[src/rtl/exc_vector_loader.sv]
// Exception entry sequencer: save EPC, steer the read address to the cause's vector byte, load it into PC; busy for MEM_LAT+2 cycles.
// Requests that arrive while busy are dropped, or held in a one-deep slot when EXC_PENDING_EN is defined.
module exc_vector_loader #(
  parameter int unsigned MEM_LAT = 1
) (
  input  logic        clk,
  input  logic        reset_n,
  input  logic        exc_req,
  input  logic [1:0]  exc_cause,
  input  logic [31:0] pc_in,
  input  logic [7:0]  mem_data,
  output logic [2:0]  iord_sel,
  output logic        epc_wr,
  output logic [31:0] epc_out,
  output logic        pc_wr,
  output logic [31:0] pc_out,
  output logic [1:0]  cause_out,
  output logic        busy,
  output logic        done
);

  localparam logic [1:0] S_IDLE = 2'd0;
  localparam logic [1:0] S_SAVE = 2'd1;
  localparam logic [1:0] S_WAIT = 2'd2;
  localparam logic [1:0] S_LOAD = 2'd3;

  localparam logic [1:0] CNT_INIT = 2'(MEM_LAT - 1);

  logic [1:0]  state_q, state_d;
  logic [1:0]  cnt_q, cnt_d;
  logic [1:0]  cause_q, cause_d;
  logic [31:0] epc_q, epc_d;
  logic [31:0] pc_q, pc_d;

  logic        live_ok;
  logic        acc;
  logic [1:0]  acc_cause;
  logic [31:0] acc_pc;

`ifdef EXC_PENDING_EN
  logic        pend_vld_q, pend_vld_d;
  logic [1:0]  pend_cause_q, pend_cause_d;
  logic [31:0] pend_pc_q, pend_pc_d;
`endif

  assign live_ok = exc_req && (exc_cause != 2'b11);

  always_comb begin
    state_d   = state_q;
    cnt_d     = cnt_q;
    cause_d   = cause_q;
    epc_d     = epc_q;
    pc_d      = pc_q;
    acc       = 1'b0;
    acc_cause = exc_cause;
    acc_pc    = pc_in;
`ifdef EXC_PENDING_EN
    pend_vld_d   = pend_vld_q;
    pend_cause_d = pend_cause_q;
    pend_pc_d    = pend_pc_q;
`endif
    case (state_q)
      S_IDLE: begin
`ifdef EXC_PENDING_EN
        // The held request goes first; a live one in the same cycle takes its slot.
        if (pend_vld_q) begin
          acc        = 1'b1;
          acc_cause  = pend_cause_q;
          acc_pc     = pend_pc_q;
          pend_vld_d = live_ok;
          if (live_ok) begin
            pend_cause_d = exc_cause;
            pend_pc_d    = pc_in;
          end
        end else begin
          acc = live_ok;
        end
`else
        acc = live_ok;
`endif
        if (acc) begin
          state_d = S_SAVE;
          cause_d = acc_cause;
          epc_d   = acc_pc - 32'd4;
        end
      end
      S_SAVE: begin
        state_d = S_WAIT;
        cnt_d   = CNT_INIT;
      end
      S_WAIT: begin
        if (cnt_q == 2'd0) begin
          state_d = S_LOAD;
        end else begin
          cnt_d = cnt_q - 2'd1;
        end
      end
      default: begin
        state_d = S_IDLE;
        pc_d    = {24'b0, mem_data};
      end
    endcase
`ifdef EXC_PENDING_EN
    if ((state_q != S_IDLE) && live_ok && !pend_vld_q) begin
      pend_vld_d   = 1'b1;
      pend_cause_d = exc_cause;
      pend_pc_d    = pc_in;
    end
`endif
  end

  always_ff @(posedge clk or negedge reset_n) begin
    if (!reset_n) begin
      state_q <= S_IDLE;
      cnt_q   <= 2'd0;
      cause_q <= 2'd0;
      epc_q   <= 32'd0;
      pc_q    <= 32'd0;
    end else begin
      state_q <= state_d;
      cnt_q   <= cnt_d;
      cause_q <= cause_d;
      epc_q   <= epc_d;
      pc_q    <= pc_d;
    end
  end

`ifdef EXC_PENDING_EN
  always_ff @(posedge clk or negedge reset_n) begin
    if (!reset_n) begin
      pend_vld_q   <= 1'b0;
      pend_cause_q <= 2'd0;
      pend_pc_q    <= 32'd0;
    end else begin
      pend_vld_q   <= pend_vld_d;
      pend_cause_q <= pend_cause_d;
      pend_pc_q    <= pend_pc_d;
    end
  end
`endif

  always_comb begin
    iord_sel = 3'b000;
    if (state_q != S_IDLE) begin
      case (cause_q)
        2'b00:   iord_sel = 3'b010;
        2'b01:   iord_sel = 3'b011;
        2'b10:   iord_sel = 3'b100;
        default: iord_sel = 3'b000;
      endcase
    end
  end

  assign busy      = (state_q != S_IDLE);
  assign epc_wr    = (state_q == S_SAVE);
  assign pc_wr     = (state_q == S_LOAD);
  assign done      = (state_q == S_LOAD);
  assign epc_out   = epc_q;
  assign cause_out = cause_q;
  // The vector byte is only valid in LOAD, so it is forwarded straight through that cycle.
  assign pc_out    = (state_q == S_LOAD) ? {24'b0, mem_data} : pc_q;

endmodule
[config.mk]
export PLATFORM = sky130hd
export DESIGN_NAME = exc_vector_loader
export DESIGN_NICKNAME = d
export VERILOG_FILES = /design/src/rtl/exc_vector_loader.sv
export SDC_FILE = /design/constraint.sdc
export NUM_CORES = 1
export LEC_CHECK = 0
export ABC_AREA = 1
export CAP_MARGIN = 20
export CORE_MARGIN = 3
export CORE_UTILIZATION = 30
export CTS_BUF_LIST = sky130_fd_sc_hd__clkbuf_4 sky130_fd_sc_hd__clkbuf_8 sky130_fd_sc_hd__clkbuf_16
export CTS_CLUSTER_DIAMETER = 120
export CTS_CLUSTER_SIZE = 20
export DETAILED_ROUTE_END_ITERATION = 8
export PLACE_DENSITY = 0.7
export SYNTH_ARGS = -nofsm -noshare
export SYNTH_HDL_FRONTEND = slang
export SYNTH_SLANG_ARGS = --single-unit
[constraint.sdc]
create_clock -name clk -period 1.8 [get_ports clk]
set_input_delay 0.27 -clock clk [delete_from_list [all_inputs] [get_ports clk]]
set_output_delay 0.27 -clock clk [all_outputs]
set_load 0.02 [all_outputs]
==> impl_metrics.env <==
export IMPL_drive_gt1_share_pct=12.97
export IMPL_area_delta_synth_final_pct=40.72
export IMPL_max_slew_margin_pct=65.58
export IMPL_path_max_fanout=6
export IMPL_synth_area_top_cells="dfrtp_1, nand2_1, buf_4"
export IMPL_insertion_delay_ps=310
export IMPL_worst_ep_required_time_ps=1530
export IMPL_grt_setup_unrepaired="no"
export IMPL_drt_wirelength_per_cell_um=12.64
export IMPL_gp_congestion=0.8676
export IMPL_numCtsBuffers=5
export IMPL_cts_root_buffer="clkbuf_8"
export IMPL_die_area_mm2=0.01103
export IMPL_coreArea_mm2=0.009371
export IMPL_crit_chain="buf_6 -> inv_4 -> ha_4 -> nor3_2 -> buf_4"
export IMPL_cp_arrival_ps=1460
export IMPL_die_y_um=105
export IMPL_clkSlewWorstSetupHoldPaths_ps=100
export IMPL_fin_util_pct=44.15
export IMPL_n_antenna_cell=0
export IMPL_cts_buffer_depth=2
export IMPL_htreeDepth=2
export IMPL_fin_crit_ps=1734
export IMPL_nets=560
export IMPL_vias=2817
export IMPL_hpwlAfterDp_um=6347
export IMPL_ios=118
export IMPL_cap_viol_max_count=0
export IMPL_cts_sink_count=46
export IMPL_ir_worst_vdd_v=0.0005872
export IMPL_detail_route_vias_per_cell=4.415
export IMPL_antenna_left=0
export IMPL_initial_utilization_pct=31.38
export IMPL_synth_cell_types=28
export IMPL_drt_total_wl_um=8063
export IMPL_syn_inst=403
export IMPL_port_buffers=93
export IMPL_seq_area_frac_synth_pct=39.15
export IMPL_outcome="finished, final reports clean"
export IMPL_synth_top_area_share_pct=39.15
export IMPL_dr_pass1_iters=6
export IMPL_placementRows=35
export IMPL_grt_max_degree=47
export IMPL_async_reset_ff_share_pct=100.0
export IMPL_hold_viol_final=0
export IMPL_fmax_mhz=576.7
export IMPL_power_density_mw_per_mm2=1391
export IMPL_cts_tree="built"
export IMPL_netlist_area_mm2=0.002940
export IMPL_place_ws_ps=-159.0
export IMPL_setup_viol=0
export IMPL_yosys_warnings=0
export IMPL_die_width_um=105
export IMPL_ys_ff_latch=46
export IMPL_total_power_w=0.005756
export IMPL_syn_avg_cell_area_um2=7.296
export IMPL_cpPeakStageDelay_ps=430
export IMPL_grt_pass1_vias=2666
export IMPL_worst_pin_slew_ps=516.3
export IMPL_synth_edf_count=0
export IMPL_layout_commonest_cell="nand2_1"
export IMPL_grt_first_pass_wirelength_um=13100
export IMPL_worst_path_max_delay_cell="dfrtp_1"
export IMPL_final_cell_mix="nand2_1, clkdlybuf4s50_1, nor2_1"
export IMPL_grt_ovfl_total=0
export IMPL_setup_worst_path_start_class="register"
export IMPL_min_path_type="input port to asynchronous set/reset pin"
export IMPL_slew_violations=0
export IMPL_critical_path_top_delay_family="flip-flops"
export IMPL_nFillCells=996
export IMPL_setup_slack_ps=65.86
export IMPL_drt_iter0_drc=120
export IMPL_worst_clock_skew_ps=12.15
export IMPL_period_share_pct=96.34
export IMPL_ys_flop_type="dfrtp_1"
export IMPL_drcViolationCount=0
export IMPL_grt_usage_pct=14.52
export IMPL_crit_buf_inv=3
export IMPL_critPathKind="register to output pin"
export IMPL_yosys_area_top_type="dfrtp_1"
export IMPL_antenna_found_initial=0
export IMPL_p_leak_nw=1.929
export IMPL_critPathCaptureType="output pin"
## cell families (layout without fill, tap and decap cells)
group,after synthesis,count (layout),synth area share (%)
xor gates and xnor gates,12,12,3.575
buffers and inverters,70,153,12.47
other,1,24,0.1275
adders and majority gates,7,7,2.979
AOI/OAI and AO/OA,48,48,9.150
DFF,46,46,39.15
and+or+nand+nor,219,219,32.55
## synthesized netlist by cell type (6+ instances only)
library cell  instances
nand2_1             126
nor2_1               49
dfrtp_1              46
inv_1                34
buf_4                26
o21ai_0              21
nand3_1              17
o21ai_1              14
xor2_1                9
ha_1                  7
nor2_2                7
nand2_2               6
## worst paths after layout
kind / endpoint / cells past startpoint / slack [ps] / startpoint
setup / recovery: iord_sel[0] / 5 / 70 / state_q[1]
hold / removal: epc_out[3] / 3 / 480 / reset_n
setup reg to reg: epc_out[8] / 9 / 200 / state_q[1]
min in group clk: epc_out[28] / 2 / 480 / epc_out[28]
hold reg to reg: epc_out[28] / 2 / 480 / epc_out[28]
max in group asynchronous: epc_out[5] / 3 / 1100 / reset_n
## worst register-to-register path: cells and delay by family, from the launching register on
kind / cells / cell delay [ps]
compound gates: 1 / 70
fa+ha+maj: 1 / 190
buf+inv: 5 / 560
flops: 1 / 440
simple gates: 2 / 240
## final cells by class
type	instances	area, um2	area share (%)
tap	129	161.4	3.901
sequential	46	1151	27.82
inverter	37	143.9	3.477
clock buffer	5	68.82	1.663
clock inverter	3	43.79	1.058
timing repair buffer	108	1018	24.61
multi-input combinational	310	1550	37.47
## routing by layer
layer	up-vias	GRT usage, %	routed length (um)
met5	-	0	0
met4	0	4.873	168
met3	14	3.397	429
met2	79	23.97	3896
met1	1300	18.64	3568
li1	1424	-	-
## metrics by stage
step / TNS [ps] / std cells / hold WS, ps / instance area [um2]
global route: 0 / 638 / 487.5 / 4138
global placement: -698.7 / 628 / 273.6 / 4009
floorplan: 0 / 426 / -25.59 / 3027
finish: 0 / 638 / 482.8 / 4138
CTS: -20.71 / 637 / 480.8 / 4146
detailed placement: -1332 / 628 / 276.9 / 4009
## flip-flops by register name (all words and copies together), names as in the netlist
name       cells
epc_out       32
pc_q           8
cause_out      2
cnt_q          2
state_q        2
## repair_timing
action / CTS / global route
hold endpoints to repair: 46 / 0
pin swaps: 0 / 3
hold buffers: 1 / 0
setup endpoints to repair: 15 / 41
resized for setup: 37 / 37
buffers inserted: 0 / 1
## report_power, final
part,switching [W],internal (W),total (W)
Clock,0.000388,0.000417,0.000805
Combinational,0.00180,0.00138,0.00318
Sequential,0.000266,0.00150,0.00177
Note: power is estimated with default switching activity, not from simulation.
